## src/rtl/seg_scan_encoder.sv

```systemverilog
// Binary-to-BCD (iterative double-dabble) plus six-digit multiplexed segment scan for a 74HC595 shift driver.
// Optional build macro LEADING_ZERO_BLANK_EN blanks leading zero digits; undefined shows all six numerals.
module seg_scan_encoder #(
    parameter logic [15:0] CNT_SCAN_MAX = 16'd49_999,
    parameter logic [19:0] BCD_MAX      = 20'd999_999
) (
    input  logic        sys_clk,
    input  logic        sys_rst_n,
    input  logic [19:0] data,
    input  logic [5:0]  point,
    input  logic        seg_en,
    output logic [15:0] data_out,
    output logic        conv_busy
);

    typedef enum logic [1:0] {IDLE, SHIFT, DONE} state_t;

    state_t      state_q, state_d;
    logic [19:0] last_q, last_d;
    logic [19:0] bin_q, bin_d;
    logic [23:0] work_q, work_d;
    logic [4:0]  iter_q, iter_d;
    logic [23:0] disp_q, disp_d;
    logic        busy_q, busy_d;
    logic [15:0] cnt_q, cnt_d;
    logic [2:0]  idx_q, idx_d;
    logic [15:0] dout_q, dout_d;

    logic [23:0] work_adj;
    logic [43:0] shifted;
    logic [3:0]  cur_digit;
    logic [6:0]  seg_code;
    logic        digit_blank;
    logic [7:0]  seg_byte;

    genvar gi;

    // Add-3 correction on every nibble that would overflow past 9 after the shift
    for (gi = 0; gi < 6; gi++) begin : g_adj
        assign work_adj[4*gi +: 4] = (work_q[4*gi +: 4] >= 4'd5) ? work_q[4*gi +: 4] + 4'd3
                                                                 : work_q[4*gi +: 4];
    end

    assign shifted = {work_adj, bin_q} << 1;

    always_comb begin
        state_d = state_q;
        last_d  = last_q;
        bin_d   = bin_q;
        work_d  = work_q;
        iter_d  = iter_q;
        disp_d  = disp_q;
        busy_d  = busy_q;
        case (state_q)
            IDLE: begin
                if (data != last_q) begin
                    bin_d   = (data > BCD_MAX) ? BCD_MAX : data;
                    last_d  = data;
                    work_d  = 24'd0;
                    iter_d  = 5'd0;
                    busy_d  = 1'b1;
                    state_d = SHIFT;
                end
            end
            SHIFT: begin
                work_d = shifted[43:20];
                bin_d  = shifted[19:0];
                iter_d = iter_q + 5'd1;
                if (iter_q == 5'd19) begin
                    state_d = DONE;
                end
            end
            DONE: begin
                disp_d  = work_q;
                busy_d  = 1'b0;
                state_d = IDLE;
            end
            default: state_d = IDLE;
        endcase
    end

    always_comb begin
        cnt_d = cnt_q + 16'd1;
        idx_d = idx_q;
        if (cnt_q == CNT_SCAN_MAX) begin
            cnt_d = 16'd0;
            idx_d = (idx_q == 3'd5) ? 3'd0 : idx_q + 3'd1;
        end
    end

    assign cur_digit = disp_q[{idx_q, 2'b00} +: 4];

    always_comb begin
        case (cur_digit)
            4'd0:    seg_code = 7'h40;
            4'd1:    seg_code = 7'h79;
            4'd2:    seg_code = 7'h24;
            4'd3:    seg_code = 7'h30;
            4'd4:    seg_code = 7'h19;
            4'd5:    seg_code = 7'h12;
            4'd6:    seg_code = 7'h02;
            4'd7:    seg_code = 7'h78;
            4'd8:    seg_code = 7'h00;
            4'd9:    seg_code = 7'h10;
            default: seg_code = 7'h7F;
        endcase
    end

`ifdef LEADING_ZERO_BLANK_EN
    // A digit blanks only if it and everything above are zero and no dp sits to its left
    logic [5:0] blank_vec;
    assign blank_vec[0] = 1'b0;
    for (gi = 1; gi < 6; gi++) begin : g_blank
        if (gi == 5) begin : g_top
            assign blank_vec[gi] = ~|disp_q[23:20];
        end else begin : g_mid
            assign blank_vec[gi] = ~|disp_q[23:4*gi] & ~|point[5:gi+1];
        end
    end
    assign digit_blank = blank_vec[idx_q];
`else
    assign digit_blank = 1'b0;
`endif

    assign seg_byte = {~point[idx_q], digit_blank ? 7'h7F : seg_code};

    always_comb begin
        dout_d = 16'hFF00;
        if (seg_en) begin
            dout_d = {seg_byte, 2'b00, 6'b000001 << idx_q};
        end
    end

    always_ff @(posedge sys_clk or negedge sys_rst_n) begin
        if (!sys_rst_n) begin
            state_q <= IDLE;
            last_q  <= 20'd0;
            bin_q   <= 20'd0;
            work_q  <= 24'd0;
            iter_q  <= 5'd0;
            disp_q  <= 24'd0;
            busy_q  <= 1'b0;
        end else begin
            state_q <= state_d;
            last_q  <= last_d;
            bin_q   <= bin_d;
            work_q  <= work_d;
            iter_q  <= iter_d;
            disp_q  <= disp_d;
            busy_q  <= busy_d;
        end
    end

    always_ff @(posedge sys_clk or negedge sys_rst_n) begin
        if (!sys_rst_n) begin
            cnt_q  <= 16'd0;
            idx_q  <= 3'd0;
            dout_q <= 16'hFF00;
        end else begin
            cnt_q  <= cnt_d;
            idx_q  <= idx_d;
            dout_q <= dout_d;
        end
    end

    assign data_out  = dout_q;
    assign conv_busy = busy_q;

endmodule
```

## config.mk

```make
export PLATFORM = sky130hd
export DESIGN_NAME = seg_scan_encoder
export DESIGN_NICKNAME = d
export VERILOG_FILES = /design/src/rtl/seg_scan_encoder.sv
export SDC_FILE = /design/constraint.sdc
export NUM_CORES = 1
export LEC_CHECK = 0
export CAP_MARGIN = 20
export CORE_UTILIZATION = 53
export CTS_CLUSTER_DIAMETER = 60
export DETAILED_ROUTE_END_ITERATION = 8
export GPL_TIMING_DRIVEN = 1
export HOLD_SLACK_MARGIN = 0.06
export PLACE_DENSITY_LB_ADDON = 0.05
export SKIP_CTS_REPAIR_TIMING = 1
export SYNTH_ARGS = -nofsm -noshare
export SYNTH_HDL_FRONTEND = slang
export SYNTH_SLANG_ARGS = --single-unit
```

## constraint.sdc

```tcl
create_clock -name sys_clk -period 2 [get_ports sys_clk]
set_clock_uncertainty 0.15 [all_clocks]
set_input_delay 0.2 -clock sys_clk [delete_from_list [all_inputs] [get_ports sys_clk]]
set_output_delay 0.2 -clock sys_clk [all_outputs]
set_load 0.005 [all_outputs]
```

==> out/results.ini, run 1 <==
[power_and_ir_drop]
switchingPower_w=0.00414
intPower_w=0.00790
power.density_nw_per_um2=1400
clkPwrFrac=0.249
static_leak_nw=3.87
p_sw_frac=0.344
comb_power_share=0.400
seqPwrFrac=0.351
ir_drop_v=0.000802

[floorplanning]
row_count=39
floorplan.core_area_um2=11500
initial_utilization=0.551
die_area_um2=12400
die_width_um=111
pin_count=46
die_height_um=111

[worst_setup_path]
worst_setup_path_startpoint=last_q[1]$_DFFE_PN0P_
critPathTopFamily=compound AO/OA/AOI/OAI gates
r2r_slack_ps=-180
worst_ep_required_time_ps=2150
cp-end-kind=register
crit_path_start_kind=register
maximum_fanout_count_along_the_critical_path=7
worst-setup-path-type=register to register
critPathSlowestCell=sky130_fd_sc_hd__dfrtp_1
path_cells=xor2_2 > nor4_2 > buf_4 > nand3_4 > o211a_4 > buf_12 > nor2b_4 > a21o_1
worstReg2RegEnd=bin_q[6]$_DFFE_PN0P_
ff2ff_path_depth=8
timing.critical_path.arrival_ps=2320
cpPeakStageDelay_ps=410
worstReg2RegStart=last_q[1]$_DFFE_PN0P_
cp.buffers_inverters=2

[outcome]
violations_in_the_final_reports=DRC, setup timing
outcome=finished with violations

[synthesis]
async_flop_share=1.00
synth-simple-area-share=0.125
syn_avg_cell_area_um2=10.4
post_synth_instance_area_um2=6340
synth_fa_ha_area_frac=0.0395
synth_cell_type_count=52
yosys_warnings=0
synth-compound-area-share=0.146
synth_xor_area_frac=0.0635
synth-seq-cells=129
synth_enable_flop_cells=0
synth.yosys.seq_area_share=0.511
synth_mux_area_frac=0.0679
netlist_instances=611
synth_flop_cell=sky130_fd_sc_hd__dfrtp_1
synth_top_family_by_area=compound AO/OA/AOI/OAI gates

[placement]
gp_congestion=0.809
hpwlAfterDp_um=9360
numPortBuffers=43

[clock_network]
cts_buffers=17
clkLatencyLatePin_ps=410
h-tree-depth=4
clock_buffer_depth=2
numClockSinks=129
tritoncts=yes
clock_tree.root_cell=sky130_fd_sc_hd__clkbuf_16
path_clk_slew_ps=50

[routing]
routed_wire_length_per_instance_um=16.7
drt-vias-per-instance=5.63
wl_um=14700
ant_nets=0
drc_errors=9
via_count=4946
detailed_routing_iterations_pass_1=7
dr.first_iter.drc_count=292

[sta]
setup_repair_after_global_routing_missed_its_margin=yes
final-hold-violation-count=0
slew-limit-headroom=0.544
finalWorstSetupSlack_ps=-176
finalSetupViolCount=71
worst_pin_slew_ps=681
final_max_slew_viol_count=0
clock.fmax_mhz=460
period_needed_ps=2180
final.hold.worst_slack_ps=99.8
layout_worst_path_cycle_share=1.09

[global_route]
vias_in_the_first_global_route=4819
pin_count_of_the_biggest_net_entering_global_routing=59
track_usage=0.235
grt_pass1_wl_um=23000
grt_antenna_before_repair=0
globalRouteOverflowTotal=0

[hold_path]
hp-class=input pin to async pin

[job]
maxCapViolCount=0

[layout]
n_diodes=0
layout.core_utilization=0.746
syn_to_final_growth_pct=35.4
fraction_of_final_layout_cells_sized_beyond_drive_strength_1=0.299
fillerInstances=770
nets=774

metrics by stage:
step | total power [W] | worst slack [ps] | setup TNS [ps] | area (µm²) | std cells
finish | 0.0120 | -176 | -7150 | 8590 | 879
global route | 0.0127 | -249 | -12910 | 8590 | 879
CTS | 0.0109 | -243 | -9800 | 7860 | 858
detailed placement | 0.00788 | -507 | -29300 | 7280 | 828
global placement | 0.00769 | -455 | -25180 | 7280 | 828
floorplan | 0.00664 | -37.0 | -37.0 | 6350 | 612
synthesized netlist by cell type (2+ instances only):
cell type	count	area (µm²)
sky130_fd_sc_hd__nand4_1	4	25.0
sky130_fd_sc_hd__or2_2	4	25.0
sky130_fd_sc_hd__nor3_1	6	30.0
sky130_fd_sc_hd__o31ai_1	6	45.0
sky130_fd_sc_hd__a21boi_0	3	22.5
sky130_fd_sc_hd__a21oi_1	27	135
sky130_fd_sc_hd__buf_2	7	35.0
sky130_fd_sc_hd__o32ai_1	6	52.6
sky130_fd_sc_hd__inv_1	31	116
sky130_fd_sc_hd__nand3b_1	2	15.0
sky130_fd_sc_hd__dfrtp_1	121	3030
sky130_fd_sc_hd__nor2b_1	2	12.5
sky130_fd_sc_hd__o21ai_0	56	280
sky130_fd_sc_hd__nand2b_1	9	56.3
sky130_fd_sc_hd__o21ai_1	3	15.0
sky130_fd_sc_hd__a22o_1	7	61.3
sky130_fd_sc_hd__a21o_1	9	67.6
sky130_fd_sc_hd__a22oi_1	4	30.0
sky130_fd_sc_hd__mux2_2	28	315
sky130_fd_sc_hd__o311ai_0	4	35.0
sky130_fd_sc_hd__clkbuf_1	12	45.0
sky130_fd_sc_hd__and3_1	4	25.0
sky130_fd_sc_hd__buf_6	6	67.6
sky130_fd_sc_hd__dfstp_2	8	210
sky130_fd_sc_hd__o22ai_1	14	87.6
sky130_fd_sc_hd__ha_1	20	250
sky130_fd_sc_hd__xor2_1	37	324
sky130_fd_sc_hd__nor4_1	5	31.3
sky130_fd_sc_hd__nand2_1	64	240
sky130_fd_sc_hd__mux2i_1	7	70.1
sky130_fd_sc_hd__nand3_1	18	90.1
sky130_fd_sc_hd__mux4_2	2	45.0
sky130_fd_sc_hd__nor2_1	41	154
sky130_fd_sc_hd__a31oi_1	3	18.8
sky130_fd_sc_hd__buf_4	4	30.0
sky130_fd_sc_hd__xnor2_1	9	78.8
sky130_fd_sc_hd__and2_1	3	18.8
power by group through the flow:
stage	clock network, W	registers, W	logic (W)
2_1_floorplan	0	0.00403	0.00261
3_3_place_gp	0	0.00417	0.00352
3_5_place_dp	0	0.00421	0.00368
4_1_cts	0.00303	0.00418	0.00369
5_1_grt	0.00315	0.00432	0.00526
6_report	0.00300	0.00422	0.00482
cells by family after synthesis:
kind of cell / after synthesis
AO/OA/AOI/OAI: 149
XOR/XNOR: 46
adder cells (fa/ha/maj): 20
buffers and inverters: 60
flip-flops: 129
multiplexers: 37
other: 1
AND/OR/NAND/NOR: 169
flip-flops by register name, indices dropped and copies added, names as in the netlist:
signal,flops
state_q,2
disp_q,24
cnt_q,16
work_q,24
conv_busy,1
iter_q,5
last_q,20
bin_q,20
idx_q,3
data_out,14
layer usage:
layer  GRT usage  part of all wire
met4      0.0694            0.0092
met3      0.0637             0.034
met1       0.303              0.45
met5           0                 0
met2       0.390              0.51
placed cells by master, fill, tap and decap left out, types with 6 or more instances in the layout:
| cell | n |
|---|---|
| sky130_fd_sc_hd__o21ai_2 | 10 |
| sky130_fd_sc_hd__xor2_1 | 35 |
| sky130_fd_sc_hd__nor3_1 | 6 |
| sky130_fd_sc_hd__xnor2_1 | 9 |
| sky130_fd_sc_hd__nand2b_1 | 8 |
| sky130_fd_sc_hd__o21ai_1 | 11 |
| sky130_fd_sc_hd__o32ai_1 | 6 |
| sky130_fd_sc_hd__dfstp_2 | 8 |
| sky130_fd_sc_hd__nand2_1 | 54 |
| sky130_fd_sc_hd__nand2_2 | 6 |
| sky130_fd_sc_hd__o22ai_2 | 7 |
| sky130_fd_sc_hd__mux2i_1 | 6 |
| sky130_fd_sc_hd__buf_4 | 54 |
| sky130_fd_sc_hd__mux2_2 | 27 |
| sky130_fd_sc_hd__dfrtp_1 | 119 |
| sky130_fd_sc_hd__nand3_1 | 17 |
| sky130_fd_sc_hd__a22o_1 | 7 |
| sky130_fd_sc_hd__clkdlybuf4s50_1 | 42 |
| sky130_fd_sc_hd__a21oi_1 | 24 |
| sky130_fd_sc_hd__buf_6 | 14 |
| sky130_fd_sc_hd__a21o_1 | 9 |
| sky130_fd_sc_hd__nor2_1 | 39 |
| sky130_fd_sc_hd__buf_12 | 6 |
| sky130_fd_sc_hd__ha_1 | 15 |
| sky130_fd_sc_hd__o21ai_0 | 36 |
| sky130_fd_sc_hd__clkbuf_16 | 22 |
| sky130_fd_sc_hd__inv_1 | 28 |
worst max path at each step:
stage | endpoint | slack [ps] | cells past startpoint
after floorplan | data_out[13]$_DFF_PN1_ | -40 | 9
after global placement | last_q[14]$_DFFE_PN0P_ | -450 | 8
after detailed placement | bin_q[12]$_DFFE_PN0P_ | -510 | 10
after CTS | bin_q[6]$_DFFE_PN0P_ | -240 | 9
after global routing | bin_q[6]$_DFFE_PN0P_ | -250 | 8
final | bin_q[6]$_DFFE_PN0P_ | -180 | 8
layout make-up:
type                            count  area [µm²]  area share
Sequential cell                   129        3240       0.377
Clock buffer                       25         495      0.0577
Tap cell                          143         179      0.0208
Multi-Input combinational cell    423        3220       0.375
Clock inverter                      5        77.6     0.00904
Timing Repair Buffer              123        1250       0.146
Inverter                           31         116      0.0136
worst register-to-register path: cells and delay by family (launching register included):
kind	cells	cell delay, ps
and+or+nand+nor	3	500
AOI/OAI and AO/OA	2	520
xor gates and xnor gates	1	170
DFF	1	410
buffers and inverters	2	320
Note: power is estimated with default switching activity, not from simulation.
==> run 2, diff against run 1 <==
--- a/config.mk
+++ b/config.mk
@@ -6,7 +6,9 @@
 export NUM_CORES = 1
 export LEC_CHECK = 0
 export CAP_MARGIN = 20
-export CORE_UTILIZATION = 53
+export CELL_PAD_IN_SITES_DETAIL_PLACEMENT = 0
+export CELL_PAD_IN_SITES_GLOBAL_PLACEMENT = 1
+export CORE_UTILIZATION = 42
 export CTS_CLUSTER_DIAMETER = 60
 export DETAILED_ROUTE_END_ITERATION = 8
 export GPL_TIMING_DRIVEN = 1
==> run 2 against run 1 <==
The run still ends with DRC, setup timing left. Combinational power down 15%. Power shrank 5.3%. Design area decreased by 3.2%. Utilization down 18 points. Clock-buffer cell count is 2 lower. Sequential cell count is the same. Worst setup slack improved by 28 ps. First-iteration DRC count down 21%. Via count fell by 4.5%. Critical path type unchanged. Critical endpoint is now bin_q[8]$_DFFE_PN0P_.
==> out/results.ini, run 2 (same netlist as run 1, synthesis figures left out) <==
[outcome]
outcome=finished with violations
violations_in_the_final_reports=DRC, setup timing

[global_route]
grt_antenna_before_repair=0
globalRoute.busiestLayer=met2
pin_count_of_the_biggest_net_entering_global_routing=46
met2_demand_to_capacity_share_in_global_routing=0.296
globalRouteOverflowTotal=0
grt_use_met3=0.0425
vias_in_the_first_global_route=4627
grt_pass1_wl_um=23200
grt.met1_usage=0.255
track_usage=0.188

[worst_setup_path]
timing.critical_path.arrival_ps=2360
cp-end-kind=register
worst_ep_required_time_ps=2210
worst-setup-path-type=register to register
critPathSlowestCell=sky130_fd_sc_hd__dfrtp_1
critical_path.most_common_cell=sky130_fd_sc_hd__buf_6
ff2ff_path_depth=9
maximum_fanout_count_along_the_critical_path=5
path_cells=xor2_1 > nor4_2 > nand3_1 > buf_6 > o31ai_4 > buf_6 > clkbuf_16 > a22o_1 > a21o_1
cpPeakStageDelay_ps=380
crit_path_start_kind=register

[routing]
drc_errors=12
ant_nets=0
wl_um=14000
dr.first_iter.drc_count=232
routed_wire_length_per_instance_um=15.3
detailed_routing_iterations_pass_1=6
via_count=4723
drt-vias-per-instance=5.17

[sta]
finalWorstSetupSlack_ps=-148
layout_worst_path_cycle_share=1.07
finalSetupViolCount=43
worst_pin_slew_ps=766
setup_repair_after_global_routing_missed_its_margin=yes
final-hold-violation-count=0
clock.fmax_mhz=466
final_max_slew_viol_count=0
final.hold.worst_slack_ps=177
slew-limit-headroom=0.488
period_needed_ps=2150

[clock_network]
path_clk_slew_ps=60
h-tree-depth=4
numClockSinks=129
clock_buffer_depth=2
tritoncts=yes
clock_tree.root_cell=sky130_fd_sc_hd__clkbuf_16
cts_buffers=17
clkLatencyLatePin_ps=420

[placement]
hpwlAfterDp_um=9560
placed_cells_incl_taps=870
numPortBuffers=43
dp_slack_ps=-648
gp_congestion=0.778

[floorplanning]
die_width_um=125
pin_count=46
initial_utilization=0.433
die_area_um2=15600
die_height_um=125
row_count=44
floorplan.core_area_um2=14600

[layout]
nets=766
fraction_of_final_layout_cells_sized_beyond_drive_strength_1=0.241
final_common_cell=sky130_fd_sc_hd__dfrtp_1
n_diodes=0
layout.cells.most_common_list=sky130_fd_sc_hd__dfrtp_1, sky130_fd_sc_hd__nand2_1, sky130_fd_sc_hd__buf_4, sky130_fd_sc_hd__clkdlybuf4s50_1, sky130_fd_sc_hd__nor2_1
syn_to_final_growth_pct=31.1
final_cell_count_no_fill=914
registers_with_the_most_flip_flops=disp_q (24), work_q (24)

[power_and_ir_drop]
intPower_w=0.00757
p_sw_frac=0.336
clkPwrFrac=0.273
static_leak_nw=3.75
seqPwrFrac=0.366
switchingPower_w=0.00383
comb_power_share=0.360
power.density_nw_per_um2=1370
ir_drop_v=0.000699

[job]
maxCapViolCount=0

[hold_path]
hp-class=input pin to register
number_of_cells_traversed_by_the_worst_hold_path=2

run 2: changes by cell type in the layout (fill, tap and decap cells not counted), moves of 4 or more:
cell                      change
sky130_fd_sc_hd__o22ai_2      -7
sky130_fd_sc_hd__nand2_1      +7
sky130_fd_sc_hd__o22ai_1      +9
sky130_fd_sc_hd__nand2_4      -4
sky130_fd_sc_hd__o21ai_2      -8
sky130_fd_sc_hd__o21ai_1      +9
sky130_fd_sc_hd__buf_6        -6
run 2: layout make-up:
| type | instances | area (µm²) |
|---|---|---|
| multi-input combinational | 423 | 2970 |
| clock inverter | 9 | 104 |
| timing repair buffer | 115 | 1150 |
| fill | 1255 | 6330 |
| clock buffer | 23 | 498 |
| inverter | 31 | 119 |
| sequential | 129 | 3240 |
| tap | 184 | 230 |
run 2: path summary, 6_finish.rpt:
path,startpoint,to,slack [ps]
hold reg to reg,cnt_q[0]$_DFF_PN0_,cnt_q[0]$_DFF_PN0_,330
hold / removal,point[4],data_out[15]$_DFF_PN1_,180
min in group asynchronous,sys_rst_n,cnt_q[6]$_DFF_PN0_,200
max in group asynchronous,sys_rst_n,last_q[16]$_DFFE_PN0P_,900
setup / recovery,last_q[15]$_DFFE_PN0P_,bin_q[8]$_DFFE_PN0P_,-150
setup reg to reg,last_q[15]$_DFFE_PN0P_,bin_q[8]$_DFFE_PN0P_,-150
run 2: worst max-delay path, delay by kind of cell, from the launching register on:
kind,cells,cell delay (ps)
AOI/OAI and AO/OA,3,410
xor gates and xnor gates,1,150
buffers and inverters,3,470
DFF,1,380
and+or+nand+nor,2,540
run 2: routing by layer:
| metal | up-vias | wire [µm] |
|---|---|---|
| met1 | 2296 | 6740 |
| met3 | 16 | 390 |
| met2 | 62 | 6610 |
| met5 | - | 0 |
| met4 | 0 | 233 |
| li1 | 2349 | - |
run 2: metrics by stage:
stage	utilization	power (W)	setup TNS [ps]	instance area, µm²
after CTS	0.544	0.0110	-16380	7970
final	0.567	0.0114	-3900	8310
after detailed placement	0.503	0.00789	-37700	7370
after floorplan	-	0.00664	-37.0	6350
after global routing	0.567	0.0122	-12660	8310
after global placement	0.503	0.00776	-37190	7370
run 2: power groups by stage:
stage | sequential [W] | combinational (W) | clock [W]
final | 0.00418 | 0.00411 | 0.00312
after global routing | 0.00430 | 0.00461 | 0.00331
after CTS | 0.00417 | 0.00369 | 0.00318
after detailed placement | 0.00421 | 0.00368 | 0
after global placement | 0.00419 | 0.00357 | 0
after floorplan | 0.00403 | 0.00261 | 0
==> run 3, diff against run 2 <==
--- a/config.mk
+++ b/config.mk
@@ -14,6 +14,7 @@
 export GPL_TIMING_DRIVEN = 1
 export HOLD_SLACK_MARGIN = 0.06
 export PLACE_DENSITY_LB_ADDON = 0.05
+export REMOVE_ABC_BUFFERS = 1
 export SKIP_CTS_REPAIR_TIMING = 1
 export SYNTH_ARGS = -nofsm -noshare
 export SYNTH_HDL_FRONTEND = slang
==> run 3 against run 2 <==
The run still ends with DRC, setup timing left. Routed wire length increased by 2.4%. Register-to-register slack got worse by 40 ps. Sequential share of layout area shrank 1.5 points. Clock-buffer cell count decreased by 5. First-iteration DRC count rose by 5.2%.
==> out/results.ini, run 3 (same netlist as run 1, synthesis figures left out) <==
[outcome]
outcome=finished with violations
violations_in_the_final_reports=DRC, setup timing

[global_route]
grt_antenna_before_repair=0
track_usage=0.193
vias_in_the_first_global_route=4810
grt_pass1_wl_um=23700
pin_count_of_the_biggest_net_entering_global_routing=89
globalRouteOverflowTotal=0

[worst_setup_path]
worst_setup_path_startpoint=last_q[3]$_DFFE_PN0P_
worstReg2RegStart=last_q[3]$_DFFE_PN0P_
timing.critical_path.arrival_ps=2370
critPathSlowestCell=sky130_fd_sc_hd__nor4_2
worst-setup-path-type=register to register
cp-end-kind=register
cp.buffers_inverters=3
crit_path_start_kind=register
cpPeakStageDelay_ps=450
maximum_fanout_count_along_the_critical_path=8
critical_path.most_common_cell=sky130_fd_sc_hd__buf_6
r2r_slack_ps=-190
path_cells=xor2_1 > nor4_2 > nand3_4 > buf_6 > o31ai_4 > buf_6 > clkbuf_16 > nand2_4 > o31ai_2
worst_ep_required_time_ps=2180
critPathTopFamily=simple AND/OR/NAND/NOR gates

[clock_network]
clock_buffer_depth=2
numClockSinks=129
h-tree-depth=4
clock_tree.root_cell=sky130_fd_sc_hd__clkbuf_16
clkLatencyLatePin_ps=420
cts_buffers=17
tritoncts=yes
path_clk_slew_ps=60

[routing]
routed_wire_length_per_instance_um=15.6
ant_nets=0
detailed_routing_iterations_pass_1=6
drt-vias-per-instance=5.25
dr.first_iter.drc_count=244
drc_errors=8
via_count=4813
wl_um=14300

[floorplanning]
pin_count=46
die_area_um2=15600
die_height_um=125
floorplan.core_area_um2=14600
initial_utilization=0.433
row_count=44
die_width_um=125

[layout]
registers_with_the_most_flip_flops=disp_q (24), work_q (24)
final_common_cell=sky130_fd_sc_hd__dfrtp_1
syn_to_final_growth_pct=36.2
nets=770
layout.core_utilization=0.590
design_area_um2=8640
n_diodes=0
layout.cells.most_common_list=sky130_fd_sc_hd__dfrtp_1, sky130_fd_sc_hd__nand2_1, sky130_fd_sc_hd__buf_4, sky130_fd_sc_hd__clkdlybuf4s50_1
fillerInstances=1291
fraction_of_final_layout_cells_sized_beyond_drive_strength_1=0.292

[power_and_ir_drop]
power.density_nw_per_um2=1400
static_leak_nw=3.94
ir_drop_v=0.000749

[job]
maxCapViolCount=0

[sta]
slew-limit-headroom=0.521
finalSetupViolCount=65
worst_pin_slew_ps=716
setup_repair_after_global_routing_missed_its_margin=yes
final_max_slew_viol_count=0
final-hold-violation-count=0
period_needed_ps=2190
finalWorstSetupSlack_ps=-190
clock.fmax_mhz=457
layout_worst_path_cycle_share=1.09

[placement]
gp_congestion=0.753
dpl_cell_area_um2=7400
hpwlAfterDp_um=9600
numPortBuffers=43

[hold_path]
hp-class=input pin to async pin

-- run 3: path summary, 6_finish.rpt --
kind / endpoint / cells after the start
worst max-delay path: work_q[12]$_DFFE_PN0P_ / 9
worst max register to register: work_q[12]$_DFFE_PN0P_ / 9
worst min-delay path: cnt_q[10]$_DFF_PN0_ / 3
max in group asynchronous: cnt_q[15]$_DFF_PN0_ / 3
worst min register to register: bin_q[1]$_DFFE_PN0P_ / 2
min in group sys_clk: data_out[15]$_DFF_PN1_ / 2
-- run 3: through the flow --
step | setup TNS [ps] | cells | hold WS, ps | setup slack (ps) | power [W]
6_report | -7160 | 917 | 164 | -190 | 0.0121
5_1_grt | -15000 | 917 | 171 | -292 | 0.0130
4_1_cts | -12980 | 905 | -590 | -267 | 0.0115
3_5_place_dp | -32550 | 874 | -135 | -546 | 0.00794
3_3_place_gp | -30580 | 874 | -137 | -501 | 0.00781
2_1_floorplan | -14620 | 583 | -246 | -336 | 0.00649
-- run 3: per-layer routing --
layer | track usage | up-vias | wire (µm)
met5 | 0 | - | 0
met4 | 0.0789 | 0 | 198
met3 | 0.0430 | 14 | 415
met2 | 0.310 | 71 | 6920
met1 | 0.254 | 2375 | 6770
li1 | - | 2353 | -
-- run 3: final cells by class --
class | count | area, µm² | area share
Sequential cell | 129 | 3240 | 0.375
Multi-Input combinational cell | 423 | 3170 | 0.367
Timing Repair Buffer | 119 | 1210 | 0.140
Clock buffer | 18 | 439 | 0.0509
Clock inverter | 13 | 234 | 0.0271
Tap cell | 184 | 230 | 0.0267
Inverter | 31 | 116 | 0.0135
-- run 3: power by group --
group / total (W) / internal [W] / switching, W
sequential: 0.00425 / 0.00353 / 0.000713
clock: 0.00352 / 0.00237 / 0.00116
combinational: 0.00434 / 0.00217 / 0.00217
total: 0.0121 / 0.00807 / 0.00404
-- run 3: worst reg2reg max path, cell delays in order (launching register included) --
cell and delay [ps]:
sky130_fd_sc_hd__dfrtp_1 390, sky130_fd_sc_hd__xor2_1 150, sky130_fd_sc_hd__nor4_2 450, sky130_fd_sc_hd__nand3_4 110, sky130_fd_sc_hd__buf_6 140, sky130_fd_sc_hd__o31ai_4 240, sky130_fd_sc_hd__buf_6 180, sky130_fd_sc_hd__clkbuf_16 180
sky130_fd_sc_hd__nand2_4 60, sky130_fd_sc_hd__o31ai_2 60
